[config.mk]
export PLATFORM = sky130hd
export DESIGN_NAME = decade_onehot_decoder
export DESIGN_NICKNAME = d
export VERILOG_FILES = /design/src/rtl/decade_onehot_decoder.sv
export SDC_FILE = /design/constraint.sdc
export NUM_CORES = 1
export LEC_CHECK = 0
export BUFFER_PORTS_ARGS = -buffer_cell sky130_fd_sc_hd__buf_2
export CAP_MARGIN = 20
export CORE_ASPECT_RATIO = 1.5
export CORE_MARGIN = 3
export CORE_UTILIZATION = 23
export CTS_CLUSTER_DIAMETER = 30
export DETAILED_ROUTE_END_ITERATION = 6
export PLACE_DENSITY = 0.5
export SLEW_MARGIN = 20
export SYNTH_ARGS = -nofsm -noshare
export SYNTH_HDL_FRONTEND = slang
export SYNTH_SLANG_ARGS = --single-unit
[constraint.sdc]
create_clock -name clk -period 3.6 [get_ports clk]
set_clock_uncertainty 0.1 [all_clocks]
set_input_delay 0.18 -clock clk [delete_from_list [all_inputs] [get_ports clk]]
set_output_delay 0.18 -clock clk [all_outputs]
set_load 0.005 [all_outputs]
[src/rtl/decade_onehot_decoder.sv]
// Receive-side checker for a one-hot decade counter: decodes the position bus,
// flags one-hot/step/carry faults, tracks lock and counts completed decades.
// Build option: define DECADE_SAT_EN to make the decade counter saturate instead of wrap.
module decade_onehot_decoder #(
  parameter int N        = 10,
  parameter int DEC_W    = 16,
  parameter int LOCK_CNT = 3
) (
  input  logic             clk,
  input  logic             rst,
  input  logic             sample_en,
  input  logic [N-1:0]     q_in,
  input  logic             carry_in,
  input  logic             clr_err,
  output logic [3:0]       count_out,
  output logic             valid,
  output logic [DEC_W-1:0] decades,
  output logic             err_onehot,
  output logic             err_seq,
  output logic             err_carry,
  output logic             locked
);

  typedef enum logic [1:0] {
    ST_UNLOCKED = 2'd0,
    ST_TRACK    = 2'd1,
    ST_LOCKED   = 2'd2
  } state_e;

  localparam logic [3:0] LAST_IDX = 4'(N - 1);
  localparam logic [3:0] LOCK_TGT = 4'(LOCK_CNT);

  state_e           state_q, state_d;
  logic [3:0]       run_q, run_d;
  logic             prev_valid_q, prev_valid_d;
  logic [3:0]       count_q, count_d;
  logic             valid_q, valid_d;
  logic [DEC_W-1:0] decades_q, decades_d;
  logic             err_onehot_q, err_onehot_d;
  logic             err_seq_q, err_seq_d;
  logic             err_carry_q, err_carry_d;

  // Decode of the sampled bus
  logic [4:0]       ones;
  logic [3:0]       idx;
  logic             legal;
  logic [3:0]       next_prev;
  logic             seq_err;
  logic             carry_err;
  logic             clean;
  logic             wrap;
  logic [3:0]       run_inc;
  logic [DEC_W-1:0] decades_inc;

  // NOTE: every variable written in always_comb gets a default first so no latch is inferred.
  always_comb begin
    ones = '0;
    idx  = '0;
    for (int i = 0; i < N; i++) begin
      if (q_in[i]) begin
        ones = ones + 5'd1;
        idx  = 4'(i);
      end
    end
  end

  // count_q doubles as the previous legal index used by the step check.
  assign legal     = (ones == 5'd1);
  assign next_prev = (count_q == LAST_IDX) ? 4'd0 : count_q + 4'd1;
  assign seq_err   = legal && prev_valid_q && (idx != count_q) && (idx != next_prev);
  assign carry_err = legal && (carry_in != q_in[N-1]);
  assign clean     = legal && !seq_err && !carry_err;
  assign wrap      = clean && prev_valid_q && (count_q == LAST_IDX) && (idx == 4'd0);
  assign run_inc   = run_q + 4'd1;

`ifdef DECADE_SAT_EN
  assign decades_inc = (decades_q == '1) ? decades_q : decades_q + DEC_W'(1);
`else
  assign decades_inc = decades_q + DEC_W'(1);
`endif

  always_comb begin
    state_d      = state_q;
    run_d        = run_q;
    prev_valid_d = prev_valid_q;
    count_d      = count_q;
    valid_d      = valid_q;
    decades_d    = decades_q;
    // A clear and a new error in the same cycle leave the flag set.
    err_onehot_d = clr_err ? 1'b0 : err_onehot_q;
    err_seq_d    = clr_err ? 1'b0 : err_seq_q;
    err_carry_d  = clr_err ? 1'b0 : err_carry_q;

    if (sample_en) begin
      if (!legal) begin
        valid_d      = 1'b0;
        err_onehot_d = 1'b1;
        state_d      = ST_UNLOCKED;
        run_d        = '0;
      end else begin
        valid_d      = 1'b1;
        count_d      = idx;
        prev_valid_d = 1'b1;
        if (seq_err) begin
          err_seq_d = 1'b1;
        end
        if (carry_err) begin
          err_carry_d = 1'b1;
        end
        if (!clean) begin
          state_d = ST_UNLOCKED;
          run_d   = '0;
        end else begin
          if (wrap) begin
            decades_d = decades_inc;
          end
          if (state_q != ST_LOCKED) begin
            run_d   = run_inc;
            state_d = (run_inc >= LOCK_TGT) ? ST_LOCKED : ST_TRACK;
          end
        end
      end
    end
  end

  // NOTE: sequential state uses non-blocking assignments so all flops update together.
  always_ff @(posedge clk or posedge rst) begin
    if (rst) begin
      state_q      <= ST_UNLOCKED;
      run_q        <= '0;
      prev_valid_q <= 1'b0;
      count_q      <= '0;
      valid_q      <= 1'b0;
      decades_q    <= '0;
      err_onehot_q <= 1'b0;
      err_seq_q    <= 1'b0;
      err_carry_q  <= 1'b0;
    end else begin
      state_q      <= state_d;
      run_q        <= run_d;
      prev_valid_q <= prev_valid_d;
      count_q      <= count_d;
      valid_q      <= valid_d;
      decades_q    <= decades_d;
      err_onehot_q <= err_onehot_d;
      err_seq_q    <= err_seq_d;
      err_carry_q  <= err_carry_d;
    end
  end

  assign count_out  = count_q;
  assign valid      = valid_q;
  assign decades    = decades_q;
  assign err_onehot = err_onehot_q;
  assign err_seq    = err_seq_q;
  assign err_carry  = err_carry_q;
  assign locked     = (state_q == ST_LOCKED);

endmodule

==> results of run 1 <==
==> flip-flops by register name (all words and copies together), names as in the netlist <==
name / flops
err_seq: 1
err_carry: 1
err_onehot: 1
state_q: 2
count_out: 4
run_q: 4
valid: 1
decades: 16
prev_valid_q: 1
==> final cells by class <==
class                   instances  area share
clock buffers                   7     0.03241
flip-flops and latches         31      0.1895
well taps                     150     0.04586
inverters                      26     0.02751
clock inverters                 1    0.001223
repair buffers                106      0.1822
multi-input cells             230      0.5212
==> per-stage QoR <==
step	setup WS (ps)	utilization
floorplan	-2045	-
global placement	-2275	0.3071
detailed placement	-2398	0.3071
CTS	-1780	0.3434
global route	-1994	0.3513
finish	-1799	0.3513
==> kinds of logic after synthesis <==
logic type	synth area share
compound gates	0.1678
fa+ha+maj	0.05383
buf+inv	0.06236
mux	0.03185
simple gates	0.2454
xor+xnor	0.1606
flops	0.2782
==> cells in the final DEF, fill, tap and decap left out, drive strengths merged, types with 5 or more instances in the layout <==
| cell | synthesis | final |
|---|---|---|
| buf | 5 | 105 |
| dfrtp | 31 | 31 |
| inv | 26 | 25 |
| xor2 | 22 | 22 |
| nand2 | 20 | 20 |
| nand3 | 16 | 16 |
| xnor2 | 15 | 15 |
| nor2 | 14 | 14 |
| ha | 12 | 12 |
| nand4 | 10 | 10 |
| nor3 | 9 | 9 |
| nor4 | 8 | 8 |
| a21oi | 7 | 7 |
| o21ai | 7 | 7 |
| clkbuf | 10 | 7 |
| mux2 | 6 | 6 |
| nand2b | 6 | 6 |
| a31oi | 6 | 6 |
| and3 | 5 | 5 |
| or2 | 5 | 5 |
==> tightest hold or removal path: cells and delay by family <==
kind	cells	cell delay (ps)
compound gates	1	120
buf+inv	2	130
==> power by group through the flow <==
stage	logic [mW]	registers (mW)	clock network [mW]
after floorplan	0.616	0.426	0
after global placement	0.881	0.463	0
after detailed placement	0.898	0.463	0
after CTS	0.995	0.459	0.407
after global routing	1.13	0.470	0.428
final	1.03	0.460	0.398
==> how the worst max path moves through the flow <==
stage	end	slack [ps]	startpoint	cells after the start
floorplan	decades[1]	-2050	q_in[0]	28
global placement	decades[13]	-2270	q_in[1]	29
detailed placement	decades[13]	-2400	q_in[1]	29
CTS	run_q[1]	-1780	q_in[0]	30
global route	decades[1]	-1990	q_in[0]	29
finish	decades[1]	-1800	q_in[0]	29
==> routing by layer <==
metal | GRT usage | up-vias
met1 | 0.1342 | 1272
met5 | 0 | -
li1 | - | 1288
met2 | 0.2170 | 54
met3 | 0.02029 | 8
met4 | 0.03148 | 0
==> timing repair <==
| action | in CTS | in global routing |
|---|---|---|
| resized for setup | 37 | 6 |
| endpoints found under the hold margin | 0 | 25 |
| gates cloned | 1 | 0 |
| setup buffers | 9 | 7 |
| setup endpoints to repair | 31 | 31 |
| pin swaps | 39 | 13 |
| hold buffers | 0 | 1 |
==> run summary, run 1 <==
Status - complete, but fails checks
Final setup margin - -1799 ps
WL per Instance - 13.72 µm
Highest routed layer - met4
Critical Path RT - 3660 ps
Comb power frac - 0.545
Dpl cell area - 3578 µm²
Top Family by Delay on Critical Path - adder cells
Antenna cell count - 0
Tcrit/Tclk final - 1.500
Register area - 775.7 µm²
Starting density of the core - 0.2394
Root buffer cell - clkbuf_16
Pint - 1.221 mW
Post-synth EDFFs - 0
CP Class - in -> reg
Layout fillers - 1212
Drt initial violations - 99
DRC viols - 0
CTS clk-pin slew, worst paths - 50 ps
Final count of hold timing violations - 0
Tot GR Track Use - 0.1170
Global-route wire length before repair - 12.76 mm
CP arrival - 5460 ps
Die Y-Extent - 140.9 µm
Sw Share - 0.3528
Port buffer count - 39
Share of post-route cells with drive strength above 1 - 0.4364
Nets@finish - 427
Drt first pass iters - 4
Critical-path maximum fanout - 7
Slowest cell on the critical path - ha_1
Area leader, netlist - dfrtp_1
Async S/R FF share, synth - 1.000
Final count of negative-setup-slack endpoints - 31
Core ar. - 11650 µm²
Seq/Total Area, Yosys - 0.2782
Met2 WL - 4.063 mm
Synth top cells by count - dfrtp_1 (31), inv_1 (26), xor2_1 (21)
Reg power frac - 0.244
GP Congestion - 0.7880
Syn Inst Count - 301
Hold_ws - 94.85 ps
Avg Cell Area, Syn - 9.266 µm²
Startpoint types - input pin
WHS Path Cells - 3
Hold wc startpoint - clr_err
Vias in the first global route - 2670
Most frequent cell after synthesis - dfrtp_1
Fmax - 185.2 MHz
Final Cell Area - 4093 µm²
Failing checks - setup timing
HP Class - in -> reg
Largest cells by area after synthesis - dfrtp_1 (28%), xor2_1 (6.6%), ha_1 (5.4%)
Pwr dens - 461.0 nW/µm²
Total number of vias - 2622
Final Non-Filler Cells - 551
Synth cell types - 72
Via density - 4.759
Critical path's most frequent cell - ha_4
Pins Over Slew Limit - 0
DIE AREA - 13510 µm²
Yosys reg bits - 31
Met1 Routed Length - 3.101 mm
IO Pins - 40
DP Wirelength - 5.844 mm
Pwr Total - 1.887 mW
Sw Pwr - 0.6657 mW
H-tree depth - 2
Setup TNS - -52070 ps
Worst Hold End - err_seq
Slew @ Worst Pin - 922.2 ps
Clock power frac - 0.211
Die width - 95.91 µm
Antenna-violating nets left - 0
Initial antenna violation count - 0
CP endpoint kind - flip-flop
Area grow syn2layout - 46.75%
Worst rel slew slack - 0.3814
Routed WL - 7.557 mm
Max stage delay on crit path - 330 ps
Max VDD drop - 0.1991 mV
Worst r2r path cells - 9
Placed cells - 525
Inserted Clock Buffers - 5
Synth Flop Type - dfrtp_1
FF-to-FF End - run_q[1]
Worst path bufs/invs - 4
Clock Tree Buf Depth - 2
Met3 WL - 301 µm
Synth top area share - 0.2782
Area of the multi-input gates - 2133 µm²
GRT Residual Overflow - 0
Post-Syn Area - 2789 µm²
Pin count of the biggest net entering global routing - 27
LEAKAGE - 1.995 nW
Warning count from the yosys run - 0
FP Rows - 48
RSZ-0062 raised after global routing - yes
FF-to-FF setup slack - 1060 ps
CTS tree - yes
Min cycle time layout - 5399 ps
CTS Sinks - 31
Number of max-cap violations - 0
Syn nets - 328
Clock Latency Late Sink - 280 ps
RR Startpoint - count_out[2]
Note: power is estimated with default switching activity, not from simulation.
==> inputs of run 2 (changes only) <==
--- a/config.mk
+++ b/config.mk
@@ -12,4 +12,5 @@
 export CORE_UTILIZATION = 23
 export CTS_CLUSTER_DIAMETER = 30
+export CTS_CLUSTER_SIZE = 25
 export DETAILED_ROUTE_END_ITERATION = 6
 export PLACE_DENSITY = 0.5
==> constraint.sdc (replaced) <==
create_clock -name clk -period 3.6 [get_ports clk]
set_clock_uncertainty 0.1 [all_clocks]
set_input_delay 0.18 -clock clk [delete_from_list [all_inputs] [get_ports clk]]
set_output_delay 0.18 -clock clk [all_outputs]
set_load 0.02 [all_outputs]
==> run 2 against run 1 <==
  * The flow still finishes with violations (setup timing)
  * Sequential cell count did not move
  * Final cell count is 0.91% higher
  * Combinational power is 9.7% higher
  * Total power is 5.2% higher
  * Critical path depth unchanged
  * Global-route usage grew 0.25 points
  * Clock power about the same
  * Die area unchanged
  * Hold slack better by 1.8 ps
  * Maximum frequency fell by 0.18%
==> run summary, run 2 (same netlist as run 1, synthesis figures left out) <==
Tcrit/Tclk final - 1.502 (+0.002667)
Vias in the first global route - 2792 (+4.6%)
RR Startpoint - count_out[2]
Final count of hold timing violations - 0 (unchanged)
Most common cell after layout, fill and taps aside - buf_4
Hold wc startpoint - clr_err
Critical Path RT - 3660 ps (about the same)
IO Pins - 40 (unchanged)
Max stage delay on crit path - 340 ps (about the same)
Drt first pass iters - 4 (unchanged)
Status - complete, but fails checks
Final design utilization - 0.3570 (+0.005692)
Reg power frac - 0.229 (-0.015)
DRC viols - 0 (unchanged)
Failing checks - setup timing
Pin count of the biggest net entering global routing - 21 (-22%)
Slowest cell on the critical path - ha_1
Drt initial violations - 45 (-55%)
Top Family by Delay on Critical Path - adder cells
Max reg flops - 16 (unchanged)
Startpoint types - input pin
Fmax - 184.9 MHz (-0.18%)
CTS Sinks - 31 (unchanged)
Nets@finish - 432 (+1.2%)
Number of max-cap violations - 0 (unchanged)
CP arrival - 5470 ps (about the same)
DP Wirelength - 5.742 mm (-1.8%)
DIE AREA - 13510 µm² (unchanged)
Pre-CTS setup slack - -2386 ps (+11.98 ps)
GP Congestion - 0.7678 (-2.6%)
Max VDD drop - 0.1912 mV (-4.0%)
RSZ-0062 raised after global routing - yes
Die Y-Extent - 140.9 µm (unchanged)
Clock Latency Late Sink - 280 ps (about the same)
FP Rows - 48 (unchanged)
HP Class - in -> reg
Critical-path maximum fanout - 7 (unchanged)
Routed WL - 7.718 mm (+2.1%)
CP endpoint kind - flip-flop
Min cycle time layout - 5408 ps (+9.600 ps)
Worst path bufs/invs - 4 (unchanged)
Sw Share - 0.3673 (+0.01449)
Global-route wire length before repair - 13.04 mm (+2.2%)
Area grow syn2layout - 49.13%
Port buffer count - 39 (unchanged)
Tot GR Track Use - 0.1195 (+0.002495)
Final count of negative-setup-slack endpoints - 31 (unchanged)
Pint - 1.256 mW (+2.9%)
Antenna-violating nets left - 0 (unchanged)
CTS clk-pin slew, worst paths - 50 ps (about the same)
Via density - 4.696 (-1.3%)
GRT Residual Overflow - 0 (unchanged)
CP Class - in -> reg
Share of post-route cells with drive strength above 1 - 0.4557 (+0.01926)
Worst rel slew slack - 0.4718 (+0.09044)
Pwr dens - 477.4 nW/µm² (+3.5%)
Die width - 95.91 µm (unchanged)
Slew @ Worst Pin - 791.4 ps (-130.8 ps)
CTS tree - yes
WL per Instance - 13.88 µm (+1.2%)
WHS Path Cells - 3 (unchanged)
Antenna cell count - 0 (unchanged)
Comb power frac - 0.569 (+0.024)
Core ar. - 11650 µm² (unchanged)
Total number of vias - 2611 (-0.42%)
Root buffer cell - clkbuf_16
LEAKAGE - 2.025 nW (+1.5%)
Clock power frac - 0.202 (-0.009)
Sw Pwr - 0.7293 mW (+9.5%)
Inserted Clock Buffers - 5 (unchanged)
FF-to-FF End - state_q[0]
Clock Tree Buf Depth - 2 (unchanged)
Most frequent cells in the layout - buf_4 (65), buf_2 (37), dfrtp_1 (31)
Final setup margin - -1808 ps (-9.600 ps)
Worst Hold End - err_seq
Worst r2r path cells - 8 (-1)
FF-to-FF setup slack - 1090 ps (+30 ps)
H-tree depth - 2 (unchanged)
Starting density of the core - 0.2394 (unchanged)
Pins Over Slew Limit - 0 (unchanged)
Critical path's most frequent cell - ha_4
Initial antenna violation count - 0 (unchanged)
## run 2: worst min-delay path: cells and delay by family
kind,cells,cell delay [ps]
buffers and inverters,2,130
AOI/OAI and AO/OA,1,120
## run 2: area by class of cell
| type | count | area [µm²] |
|---|---|---|
| clock buffer | 7 | 132.6 |
| clock inverter | 1 | 5.005 |
| fill | 1169 | 7492 |
| inverter | 26 | 115.1 |
| multi-input combinational | 230 | 2157 |
| sequential | 31 | 775.7 |
| tap | 150 | 187.7 |
| timing repair buffer | 111 | 785.8 |
## run 2: worst max-delay path by stage
stage / startpoint / end / slack, ps / depth (start not counted)
floorplan: q_in[0] / decades[1] / -2050 / 28
global placement: q_in[1] / decades[13] / -2260 / 29
detailed placement: q_in[1] / decades[13] / -2390 / 29
CTS: q_in[1] / run_q[1] / -1730 / 30
global route: q_in[1] / run_q[1] / -1980 / 30
finish: q_in[1] / decades[1] / -1810 / 29
## run 2: timing repair
item,4_1_cts,5_1_grt
resized for setup,27,24
setup buffers,17,4
setup endpoints to repair,31,31
hold buffers,1,0
cloned,1,0
endpoints found under the hold margin,19,0
pin swaps,33,27
## run 2: power groups by stage
| stage | Sequential [mW] | Clock (mW) | Combinational (mW) |
|---|---|---|---|
| floorplan | 0.465 | 0 | 0.616 |
| global placement | 0.462 | 0 | 0.927 |
| detailed placement | 0.460 | 0 | 0.939 |
| CTS | 0.455 | 0.411 | 1.07 |
| global route | 0.464 | 0.427 | 1.24 |
| finish | 0.455 | 0.401 | 1.13 |
## run 2: metrics by stage
stage	TNS [ps]	cells	hold slack, ps	power, mW	area, µm²
after floorplan	-59650	301	183.5	1.081	2904
after global placement	-66870	526	280.6	1.389	3586
after detailed placement	-70160	526	268.1	1.398	3586
after CTS	-51390	552	87.22	1.939	4006
after global routing	-58910	556	120.5	2.132	4159
final	-52190	556	96.62	1.985	4159
## run 2: routing by layer
layer | global-route usage | vias to the layer above | wire, µm | share of wire
met3 | 0.01442 | 10 | 229 | 0.030
met2 | 0.2251 | 43 | 4213 | 0.55
met1 | 0.1332 | 1256 | 3137 | 0.41
met4 | 0.04273 | 0 | 138 | 0.018
met5 | 0 | - | 0 | 0
li1 | - | 1302 | - | -
==> inputs of run 3 (changes only) <==
- clock period: 3.6 -> 5.4 ns (I/O delays scaled with it)
==> run 3 against run 2 <==
  * Die area unchanged
  * Hold slack better by 110 ps
  * Design area down 5.7%
  * Sequential power down 33%
  * Routed wire length down 3.1%
  * Global-route usage down 0.92 points
  * Critical path depth unchanged
  * The run still ends with setup timing left
  * Final cell count down 5.9%
==> run summary, run 3 (same netlist as run 1, synthesis figures left out) <==
Die width - 95.91 µm (unchanged)
H-tree depth - 2 (unchanged)
Final setup margin - -141.5 ps (+1667 ps)
Most common cell after layout, fill and taps aside - buf_2
Vias in the first global route - 2521 (-9.7%)
Clock Latency Late Sink - 270 ps (about the same)
CTS Sinks - 31 (unchanged)
Starting density of the core - 0.2394 (unchanged)
Critical path's most frequent cell - ha_4
Final design utilization - 0.3367 (-0.02030)
GRT Residual Overflow - 0 (unchanged)
Die Y-Extent - 140.9 µm (unchanged)
Pins Over Slew Limit - 0 (unchanged)
Final count of negative-setup-slack endpoints - 24 (-23%)
Initial antenna violation count - 0 (unchanged)
HP Class - in -> reg
Slew @ Worst Pin - 637.8 ps (-153.5 ps)
Port buffer count - 39 (unchanged)
Hold_ws - 211.1 ps (+114.5 ps)
CP Class - in -> reg
Pwr Total - 1.276 mW (-36%)
Drt first pass iters - 6 (+2)
Antenna-violating nets left - 0 (unchanged)
LEAKAGE - 1.870 nW (-7.6%)
Critical-path maximum fanout - 5 (-2)
Root buffer cell - clkbuf_16
Pwr dens - 325.2 nW/µm² (-32%)
Max stage delay on crit path - 320 ps (-20 ps)
Fmax - 180.5 MHz
Worst rel slew slack - 0.5708 (+0.09900)
Failing checks - setup timing
Nets@finish - 399 (-7.6%)
Pre-CTS setup slack - -744.9 ps (+1641 ps)
Most frequent cells in the layout - buf_2 (37), buf_4 (32), dfrtp_1 (31)
Inserted Clock Buffers - 5 (unchanged)
Global-route wire length before repair - 12.16 mm (-6.8%)
CTS clk-pin slew, worst paths - 50 ps (about the same)
Core ar. - 11650 µm² (unchanged)
GP Congestion - 0.7947 (+3.5%)
FP Rows - 48 (unchanged)
Slowest cell on the critical path - ha_1
Status - complete, but fails checks
Startpoint types - input pin
Max reg flops - 16 (unchanged)
Final count of hold timing violations - 0 (unchanged)
RSZ-0062 raised after global routing - yes
CP arrival - 5590 ps (+120 ps)
Antenna cell count - 0 (unchanged)
CP endpoint kind - flip-flop
Layout fillers - 1231 (+5.3%)
Number of max-cap violations - 0 (unchanged)
Share of post-route cells with drive strength above 1 - 0.3968 (-0.05888)
Via density - 4.822 (+2.7%)
Pin count of the biggest net entering global routing - 32 (+52%)
DP Wirelength - 5.725 mm (-0.28%)
Area grow syn2layout - 40.65%
Drt initial violations - 68 (+51%)
WL per Instance - 14.30 µm (+3.0%)
Tcrit/Tclk final - 1.026
DRC viols - 0 (unchanged)
Critical Path RT - 5450 ps (+1790 ps)
Total number of vias - 2522 (-3.4%)
Routed WL - 7.477 mm (-3.1%)
Clock Tree Buf Depth - 2 (unchanged)
WHS Path Cells - 3 (unchanged)
Max VDD drop - 0.1264 mV (-34%)
Worst r2r path cells - 9 (+1)
CTS tree - yes
Min cycle time layout - 5541 ps
Tot GR Track Use - 0.1104 (-0.009172)
DIE AREA - 13510 µm² (unchanged)
IO Pins - 40 (unchanged)
## run 3: final cells by class
class / instances / area [µm²] / share of cell area
clock buffer: 8 / 156.4 / 0.03987
inverter: 26 / 115.1 / 0.02935
multi-input combinational: 230 / 2136 / 0.5445
sequential: 31 / 775.7 / 0.1978
tap: 150 / 187.7 / 0.04785
timing repair buffer: 78 / 551.8 / 0.1407
## run 3: timing repair
item / CTS / global route
gates cloned: 1 / 0
setup endpoints to repair: 31 / 31
hold buffers: 1 / 0
pin swaps: 26 / 13
setup buffers: 6 / 5
gates resized for setup: 27 / 17
endpoints found under the hold margin: 31 / 0
## run 3: worst paths after layout
kind | start | end | slack [ps]
min in group asynchronous | rst | run_q[0] | 530
setup / recovery | q_in[0] | decades[1] | -140
max in group asynchronous | rst | decades[3] | 4380
setup reg to reg | count_out[2] | state_q[0] | 2850
hold / removal | clr_err | err_seq | 210
hold reg to reg | decades[15] | decades[15] | 360
## run 3: worst max-delay path: cells and delay by family
| kind | cells | cell delay (ps) |
|---|---|---|
| fa+ha+maj | 8 | 1960 |
| compound gates | 8 | 1420 |
| mux | 3 | 870 |
| simple gates | 6 | 710 |
| buf+inv | 4 | 340 |
## run 3: routing by layer
| layer | wire length [µm] | track usage | up-vias |
|---|---|---|---|
| li1 | - | - | 1238 |
| met1 | 3124 | 0.1311 | 1233 |
| met2 | 4064 | 0.2097 | 49 |
| met3 | 266 | 0.01121 | 2 |
| met4 | 22 | 0.02024 | 0 |
| met5 | 0 | 0 | - |
## run 3: stage by stage
step | area [µm²] | setup TNS (ps) | instances
2_1_floorplan | 2904 | -6637 | 301
3_3_place_gp | 3406 | -13700 | 502
3_5_place_dp | 3406 | -18110 | 502
4_1_cts | 3802 | -1392 | 518
5_1_grt | 3923 | -8404 | 523
6_report | 3923 | -1607 | 523
## run 3: where the power goes
group	switching [mW]	internal, mW
logic	0.326	0.355
clock network	0.0936	0.196
registers	0.0446	0.261
total	0.464	0.811
